**src/rtl/sc_run_sequencer_if.sv**
```systemverilog
// sc_run_sequencer_if: request, accumulator-drive and result signals between
// the run sequencer (master) and its environment (slave). N is the
// stochastic precision in bits; counts are N+1 bits wide.
interface sc_run_sequencer_if #(
  parameter int N = 12
) ();

  // Run request handshake
  logic         req_valid;
  logic         req_ready;

  // Accumulator sampling interface
  logic         acc_start;
  logic [N-1:0] r_y;
  logic [N-1:0] sel_bits;
  logic [N:0]   acc_out;
  logic         acc_done;

  // Result handshake
  logic         res_valid;
  logic         res_ready;
  logic [N:0]   res_data;

  modport master (
    input  req_valid, acc_out, acc_done, res_ready,
    output req_ready, acc_start, r_y, sel_bits, res_valid, res_data
  );

  modport slave (
    output req_valid, acc_out, acc_done, res_ready,
    input  req_ready, acc_start, r_y, sel_bits, res_valid, res_data
  );

endinterface

```
**src/rtl/sc_run_sequencer.sv**
```systemverilog
// sc_run_sequencer: control-side partner of the stochastic-computing FIR
// accumulator. One request runs the accumulator for 2^N cycles, driving an
// LFSR random number and a mux-tree select word each cycle, then captures
// the accumulator count and offers it on a valid/ready result port.
//
// Optional build macro SC_SEL_BITREV_EN: when defined, the select word is the
// bit-reversed run counter instead of the counter itself, which decorrelates
// the low select bits from the LFSR. All-ones still appears only in the last
// run cycle, so timing and error detection are the same in both builds.
module sc_run_sequencer #(
  parameter int           N    = 12,
  parameter logic [N-1:0] SEED = 12'h001,
  parameter logic [N-1:0] TAPS = 12'hE08
) (
  input  logic                   clock,
  input  logic                   reset_n,
  sc_run_sequencer_if.master     bus,
  output logic                   busy,
  output logic                   err
);

  typedef enum logic [1:0] {
    IDLE  = 2'd0,
    START = 2'd1,
    RUN   = 2'd2,
    HOLD  = 2'd3
  } state_t;

  localparam logic [N-1:0] CNT_LAST = '1;

  state_t       state_reg, state_next;
  logic [N-1:0] cnt_reg, cnt_next;
  logic [N-1:0] lfsr_reg, lfsr_next;
  logic [N:0]   res_data_reg, res_data_next;
  logic         err_reg, err_next;
  logic [N-1:0] sel_word;
  logic         run_last;

  // One Galois right-shift step; a non-zero state never maps to zero.
  function automatic logic [N-1:0] galois_step(input logic [N-1:0] s);
    return (s >> 1) ^ (s[0] ? TAPS : '0);
  endfunction

  // Select word derived from the run counter.
`ifdef SC_SEL_BITREV_EN
  for (genvar gi = 0; gi < N; gi++) begin : g_bitrev
    assign sel_word[gi] = cnt_reg[N-1-gi];
  end
`else
  assign sel_word = cnt_reg;
`endif

  // The last run cycle is the only one where the select word is all-ones.
  assign run_last = (state_reg == RUN) && (cnt_reg == CNT_LAST);

  // State and datapath registers; reset aborts any run in progress.
  always_ff @(posedge clock or negedge reset_n) begin
    if (!reset_n) begin
      state_reg    <= IDLE;
      cnt_reg      <= '0;
      lfsr_reg     <= SEED;
      res_data_reg <= '0;
      err_reg      <= 1'b0;
    end else begin
      state_reg    <= state_next;
      cnt_reg      <= cnt_next;
      lfsr_reg     <= lfsr_next;
      res_data_reg <= res_data_next;
      err_reg      <= err_next;
    end
  end

  // Next-state logic: LFSR is held at SEED outside RUN so every run starts
  // from the same sequence; the count is captured in the last run cycle.
  always_comb begin
    state_next    = state_reg;
    cnt_next      = cnt_reg;
    lfsr_next     = SEED;
    res_data_next = res_data_reg;
    err_next      = err_reg;
    case (state_reg)
      IDLE: begin
        cnt_next = '0;
        if (bus.req_valid) begin
          state_next = START;
        end
      end
      START: begin
        cnt_next   = '0;
        state_next = RUN;
      end
      RUN: begin
        if (run_last) begin
          // Done must coincide with the final select word.
          if (!bus.acc_done) begin
            err_next = 1'b1;
          end
          res_data_next = bus.acc_out;
          cnt_next      = '0;
          state_next    = HOLD;
        end else begin
          // Done before the final select word is an early-termination fault.
          if (bus.acc_done) begin
            err_next = 1'b1;
          end
          cnt_next  = cnt_reg + 1'b1;
          lfsr_next = galois_step(lfsr_reg);
        end
      end
      HOLD: begin
        if (bus.res_ready) begin
          state_next = IDLE;
        end
      end
      default: begin
        state_next = IDLE;
      end
    endcase
  end

  assign bus.req_ready = (state_reg == IDLE);
  assign bus.acc_start = (state_reg == START);
  assign bus.r_y       = lfsr_reg;
  assign bus.sel_bits  = (state_reg == RUN) ? sel_word : '0;
  assign bus.res_valid = (state_reg == HOLD);
  assign bus.res_data  = res_data_reg;
  assign busy          = (state_reg != IDLE);
  assign err           = err_reg;

endmodule

```
**src/flat_wrapper.sv**
```systemverilog
// flat-port wrapper written by rule: the top's interface ports become plain ports
module sc_run_sequencer_flat 
#(
  parameter int           N    = 12,
  parameter logic [N-1:0] SEED = 12'h001,
  parameter logic [N-1:0] TAPS = 12'hE08
)
  (clock, reset_n, busy, err, bus_req_valid, bus_acc_out, bus_acc_done, bus_res_ready, bus_req_ready, bus_acc_start, bus_r_y, bus_sel_bits, bus_res_valid, bus_res_data);
  sc_run_sequencer_if #(.N(N)) bus_i ();
  input  logic clock;
  input  logic reset_n;
  output logic busy;
  output logic err;
  input wire logic [$bits(bus_i.req_valid)-1:0] bus_req_valid;
  input wire logic [$bits(bus_i.acc_out)-1:0] bus_acc_out;
  input wire logic [$bits(bus_i.acc_done)-1:0] bus_acc_done;
  input wire logic [$bits(bus_i.res_ready)-1:0] bus_res_ready;
  output wire logic [$bits(bus_i.req_ready)-1:0] bus_req_ready;
  output wire logic [$bits(bus_i.acc_start)-1:0] bus_acc_start;
  output wire logic [$bits(bus_i.r_y)-1:0] bus_r_y;
  output wire logic [$bits(bus_i.sel_bits)-1:0] bus_sel_bits;
  output wire logic [$bits(bus_i.res_valid)-1:0] bus_res_valid;
  output wire logic [$bits(bus_i.res_data)-1:0] bus_res_data;
  assign bus_i.req_valid = bus_req_valid;
  assign bus_i.acc_out = bus_acc_out;
  assign bus_i.acc_done = bus_acc_done;
  assign bus_i.res_ready = bus_res_ready;
  assign bus_req_ready = bus_i.req_ready;
  assign bus_acc_start = bus_i.acc_start;
  assign bus_r_y = bus_i.r_y;
  assign bus_sel_bits = bus_i.sel_bits;
  assign bus_res_valid = bus_i.res_valid;
  assign bus_res_data = bus_i.res_data;
  sc_run_sequencer #(.N(N), .SEED(SEED), .TAPS(TAPS)) u_core (.clock(clock), .reset_n(reset_n), .bus(bus_i), .busy(busy), .err(err));
endmodule
```
**config.mk**
```make
export PLATFORM = sky130hd
export DESIGN_NAME = sc_run_sequencer_flat
export DESIGN_NICKNAME = d
export VERILOG_FILES = /design/src/rtl/sc_run_sequencer_if.sv /design/src/rtl/sc_run_sequencer.sv /design/src/flat_wrapper.sv
export SDC_FILE = /design/constraint.sdc
export NUM_CORES = 1
export LEC_CHECK = 0
export BUFFER_PORTS_ARGS = -buffer_cell sky130_fd_sc_hd__buf_2
export CORE_MARGIN = 10
export CORE_UTILIZATION = 45
export CTS_CLUSTER_DIAMETER = 200
export DETAILED_ROUTE_END_ITERATION = 8
export GPL_TIMING_DRIVEN = 1
export PLACE_DENSITY_LB_ADDON = 0.08
export SETUP_SLACK_MARGIN = 0.15
export SYNTH_ARGS = -nofsm -noshare
export SYNTH_HDL_FRONTEND = slang
export SYNTH_SLANG_ARGS = --single-unit
```
**constraint.sdc**
```tcl
create_clock -name clock -period 1.7 [get_ports clock]
set_input_delay 0.085 -clock clock [delete_from_list [all_inputs] [get_ports clock]]
set_output_delay 0.085 -clock clock [all_outputs]
set_load 0.05 [all_outputs]
```
# After elaboration in Yosys (flattened, before gate mapping)
# Index checks and enable logic that the tools add are counted.
dict set report op_classes {
  reduce_logical 9
  eq_ne 8
  mux 13
  n_addsub 1
  bitwise_logic 1
}
# cell n
set op_table {}
lappend op_table {{two-way mux 12 bit} 5}
lappend op_table {{one-hot mux 12 bit (2 select lines)} 1}
lappend op_table {{adder 12 x 1 -> 12 bit (second input constant)} 1}
lappend op_table {{equality test 12 bit (second input constant)} 1}
lappend op_table {{bitwise XOR 11 x 12 -> 12 bit} 1}
lappend op_table {{one-hot mux 2 bit (4 select lines)} 1}
lappend op_table {{two-way mux 2 bit} 3}
lappend op_table {{inequality test 2 bit (second input constant)} 3}
lappend op_table {{AND reduction 3 bit} 2}
lappend op_table {{nonzero test 2 bit} 3}
lappend op_table {{equality test 2 bit (second input constant)} 2}
lappend op_table {{two-way mux 1 bit} 3}
lappend op_table {{equality test 2 x 1 -> 1 bit (second input constant)} 1}
lappend op_table {{logical NOT 2 bit} 1}
lappend op_table {{inequality test 2 x 1 -> 1 bit (second input constant)} 1}
lappend op_table {{AND reduction 2 bit} 1}
lappend op_table {{OR reduction 2 bit} 1}
lappend op_table {{logical AND 1 bit} 1}
dict set report word_totals {
  regBits 40
  word_cells 37
}

# Logic depth before layout (Yosys ltp)
dict set report logic_depth {
  depth_word 4
  ltp_mapped 7
  depth_no_buf 6
}

# Worst setup path before layout
# No wires, ideal clock.
dict set report synth_path {
  path_kind {reg2reg}
  start {register u_core.state_reg[0]}
  end {register u_core.res_data_reg[10], in the netlist u_core.bus.res_data[10]}
  arrival_ns 2.014
  setup_slack_ns -0.439
  stages_incl_launch_ff 7
  period_less_slack_ns 2.139
  setup_ns 0.125
  required_time_ns 1.575
  cell_sequence {dfrtp_1 > inv_1 > ha_1 > and2_1 > nor4b_4 > buf_6 > mux2_2}
}
dict set report synth_via {
  elab_chain_cells 3
}
# element line_no
set synth_lines {}
lappend synth_lines {{from (decl)} sc_run_sequencer.sv:31} ;# state_t state_reg, state_next;
lappend synth_lines {{from (signal assigned)} sc_run_sequencer.sv:65} ;# state_reg <= state_next;
lappend synth_lines {{equality test 2 bit *} {sc_run_sequencer.sv:54, sc_run_sequencer.sv:81}}
lappend synth_lines {{logical AND 1 bit} sc_run_sequencer.sv:54} ;# assign run_last = (state_reg == RUN) && (cnt_reg == CNT_LAST);
lappend synth_lines {{AND reduction 2 bit (no line) *} --}
lappend synth_lines {{to (signal assigned)} sc_run_sequencer.sv:68} ;# res_data_reg <= res_data_next;
lappend synth_lines {{to (decl)} sc_run_sequencer.sv:34} ;# logic [N:0] res_data_reg, res_data_next;
# Every way passes the cells marked *; elsewhere a longest branch is shown, timed or not.
# A chain may end at the register's enable or synchronous reset.

# Worst setup path in the final report
dict set report layout_path {
  start {register u_core.cnt_reg[1]}
  end {register u_core.res_data_reg[3], in the netlist u_core.bus.res_data[3]}
}
dict set report layout_via {
  elab_chain_cells 3
}
# element line_no
set layout_lines {}
lappend layout_lines {{from (decl)} sc_run_sequencer.sv:32} ;# logic [N-1:0] cnt_reg, cnt_next;
lappend layout_lines {{from (signal assigned)} sc_run_sequencer.sv:66} ;# cnt_reg <= cnt_next;
lappend layout_lines {{equality test 12 bit} sc_run_sequencer.sv:54}
lappend layout_lines {{logical AND 1 bit} sc_run_sequencer.sv:54}
lappend layout_lines {{AND reduction 2 bit (no line)} --}
# Every way passes these cells.

==> results.cfg <==
[run_status]
run_status = finished with violations
violations_in_the_final_reports = negative setup slack

[sta]
setup_viol = 16
finalCritPeriodShare_pct = 105
timing.final.ws_setup_ps = -77.1
max_clock_freq_mhz = 563
relSlewSlack_pct = 60.8
slew_viol_final = 0
fin_crit_ps = 1780
rsz_0062_raised_after_global_routing = yes
timing.clock.skew_ps = 8.21
hold_slack_ps = 26.2
slew_at_the_pin_closest_to_its_max_slew_limit_ps = 587
finalHoldViolCount = 0

[cells_and_area]
final_layout_size_suffix_gt1_share_pct = 67.9
fin_nets = 297
antenna_diode_count = 0
area_growth_syn_to_layout_pct = 74.9
flip_flop_count_of_the_largest_register_after_layout = 13
finalNonFillerCells = 324

[critical_path]
path_class = reg2reg
ff2ff_setup_slack_ps = -80
required_ps = 1880
startpoint_type_of_the_worst_setup_path = flip-flop
endpoint_of_the_most_critical_register_to_register_path = u_core.bus.res_data[3]
cp_slowest_cell = sky130_fd_sc_hd__dfrtp_1
regToRegStartpoint = u_core.cnt_reg[1]
depth_of_the_most_critical_reg_to_reg_path = 6
endpoint_kind = flip-flop
critical-path-top-delay-family = flip-flops
arrival_ps = 1950
worstPathMaxFanout = 6
critPathBufInv = 2
cpPeakStageDelay_ps = 420
ordered_cell_list_for_the_critical_path = ha_4, nand3_4, nor4b_4, buf_4, clkbuf_16, mux2_4

[global_routing]
vias_in_the_first_global_route = 1705
number_of_antenna_violations_at_the_first_check_in_global_routing = 0
gr-usage-met3_pct = 5.22
grt_overflow_total = 0
largest_net_degree_at_the_start_of_global_routing = 27
global_route.usage.total_pct = 14.0
wire_length_of_the_first_global_routing_pass_um = 8260
top_usage_layer = met2
grt_met1_use_pct = 16.5
met2_usage_pct = 23.4

[yosys]
synth_area_leaders = sky130_fd_sc_hd__dfrtp_1 (52%), sky130_fd_sc_hd__mux2_2 (9.1%), sky130_fd_sc_hd__and2_1 (6.7%)
synth.ff_latch_count = 40
synth_edf_count = 0
synth_top_flop_cell = sky130_fd_sc_hd__dfrtp_1
post-synth-top-area-fraction_pct = 52.5
synth-seq-area-share_pct = 53.9
synth.cell_area_um2 = 1860
synthesis.instances = 158
yosys.cell_types.count = 32
synth_area_per_cell_um2 = 11.8
synth-async-reset-ratio_pct = 100
synth_fp_nets = 182
synthDominantAreaCellType = sky130_fd_sc_hd__dfrtp_1
yosysWarningCount = 0

[die]
floorplan.initialDensity_pct = 46.5
fp.dieH_um = 84.3
count_of_standard_cell_rows = 23
die_width_um = 84.3
num_io_pins = 60
die_area_um2 = 7100
core_area_um2 = 4000

[clock_tree]
clock-root-buffer = sky130_fd_sc_hd__clkbuf_8
worst_case_clock_buffer_depth = 2
cts.sinks = 40
tritoncts = done
clock_insertion_delay_worst_skew_ps = 290
cts_made_buffers = 5
clkSlewWorstSetupHoldPaths_ps = 90
htreeDepth = 2

[drt]
drt-wirelength-per-cell_um = 19.3
initialDrtViolationCount = 104
detail_route.wirelength_um = 6260
vias = 1712
postRouteAntennaNets = 0
router_iterations_before_antenna_repair = 4
detail_route.vias_per_cell = 5.28
drt_drc_violations_left = 0

[worst_hold_path]
worst_hold_depth = 2
timing.hold.worst_endpoint = u_core.bus.res_data[4]
hold_path_startpoint = bus_acc_out[4]
min_path_type = in2reg

[place]
routabilityCongestion = 0.834
count_of_buffers_inserted_at_the_top_level_ports = 59
place_inst = 281
place_hpwl_um = 3540

[pwr]
power_density_nw_per_um2 = 1390
worst_ir_drop_vdd_mv = 1.17
power.static_leakage_uw = 0.00163

[job]
cap_viol_max_count = 0
-- metal layers --
layer | part of all wire (%) | vias to the layer above
met2 | 51 | 63
met3 | 6.1 | 13
met1 | 41 | 862
met5 | 0 | -
met4 | 1.8 | 0
li1 | - | 774
-- report_power, final --
group / switching, uW / internal [uW]
Combinational: 1370 / 1190
Sequential: 96.0 / 1070
Clock: 345 / 442
Total: 1810 / 2700
-- cell type report --
type,count,area [um^2]
clock buffers,5,68.8
well taps,50,62.6
flip-flops and latches,40,1000
clock inverters,3,47.5
repair buffers,115,965
multi-input cells,106,1080
inverters,5,25.0
fillers,224,748
-- metrics by stage --
stage                     util, %  setup slack, ps  area (um^2)  total power [uW]  TNS [ps]
after floorplan                 -             -123         1920              2200     -1270
after global placement       60.3             57.2         2410              2620         0
after detailed placement     60.3            -5.89         2410              2640     -14.1
after CTS                    70.1             35.2         2800              3830         0
after global routing         81.3             -138         3250              4760     -2190
final                        81.3            -77.1         3250              4520      -896
-- kinds of logic after synthesis --
family	after synthesis	synth area share [%]
XOR/XNOR	8	3.77
flip-flops	40	53.9
buffers and inverters	12	2.83
AND/OR/NAND/NOR	59	19.0
multiplexers	15	9.08
AO/OA/AOI/OAI	18	7.34
adder cells (fa/ha/maj)	6	4.04
-- worst max path at each step --
stage | end | from | slack [ps] | cells past startpoint
floorplan | u_core.bus.res_data[10] | u_core.state_reg[0] | -120 | 6
global placement | u_core.state_reg[1] | u_core.cnt_reg[0] | 60 | 5
detailed placement | u_core.state_reg[1] | u_core.cnt_reg[0] | -6 | 5
CTS | u_core.bus.res_data[2] | u_core.state_reg[0] | 40 | 6
global route | u_core.bus.res_data[7] | u_core.cnt_reg[1] | -140 | 6
finish | u_core.bus.res_data[3] | u_core.cnt_reg[1] | -80 | 6
-- cell usage after synthesis, types with 2 or more instances --
cell and number:
sky130_fd_sc_hd__ha_1 6, sky130_fd_sc_hd__nor3_1 4, sky130_fd_sc_hd__mux2_2 15, sky130_fd_sc_hd__nor4_1 2, sky130_fd_sc_hd__o41ai_1 2, sky130_fd_sc_hd__inv_1 5, sky130_fd_sc_hd__dfrtp_1 39, sky130_fd_sc_hd__a22o_1 2
sky130_fd_sc_hd__o21ai_0 5, sky130_fd_sc_hd__nand2_1 6, sky130_fd_sc_hd__and2_1 20, sky130_fd_sc_hd__or4_1 2, sky130_fd_sc_hd__nand4_1 2, sky130_fd_sc_hd__o31a_1 2, sky130_fd_sc_hd__clkbuf_1 6, sky130_fd_sc_hd__nor2_1 11
sky130_fd_sc_hd__nand3_1 6, sky130_fd_sc_hd__a21o_1 3, sky130_fd_sc_hd__xnor2_1 7
-- cell usage in the layout, fill, tap and decap left out, drive strengths merged, types with 3 or more instances in the layout --
master  netlist  layout
nand3         7       7
inv           5       4
nor3          4       4
a21o          3       3
xnor2         7       7
nor2         11      11
and2         20      20
dfrtp        39      39
nand4         3       3
mux2         15      15
o21ai         5       5
clkbuf        6       6
nand2         6       6
buf           1     113
ha            6       6
-- repair_timing --
item	4_1_cts	5_1_grt
endpoints found under the hold margin	24	0
setup buffers	8	22
pin swaps	4	28
cloned	2	2
setup endpoints to repair	37	50
resized for setup	54	76
hold buffers	1	0
Note: power is estimated with default switching activity, not from simulation.
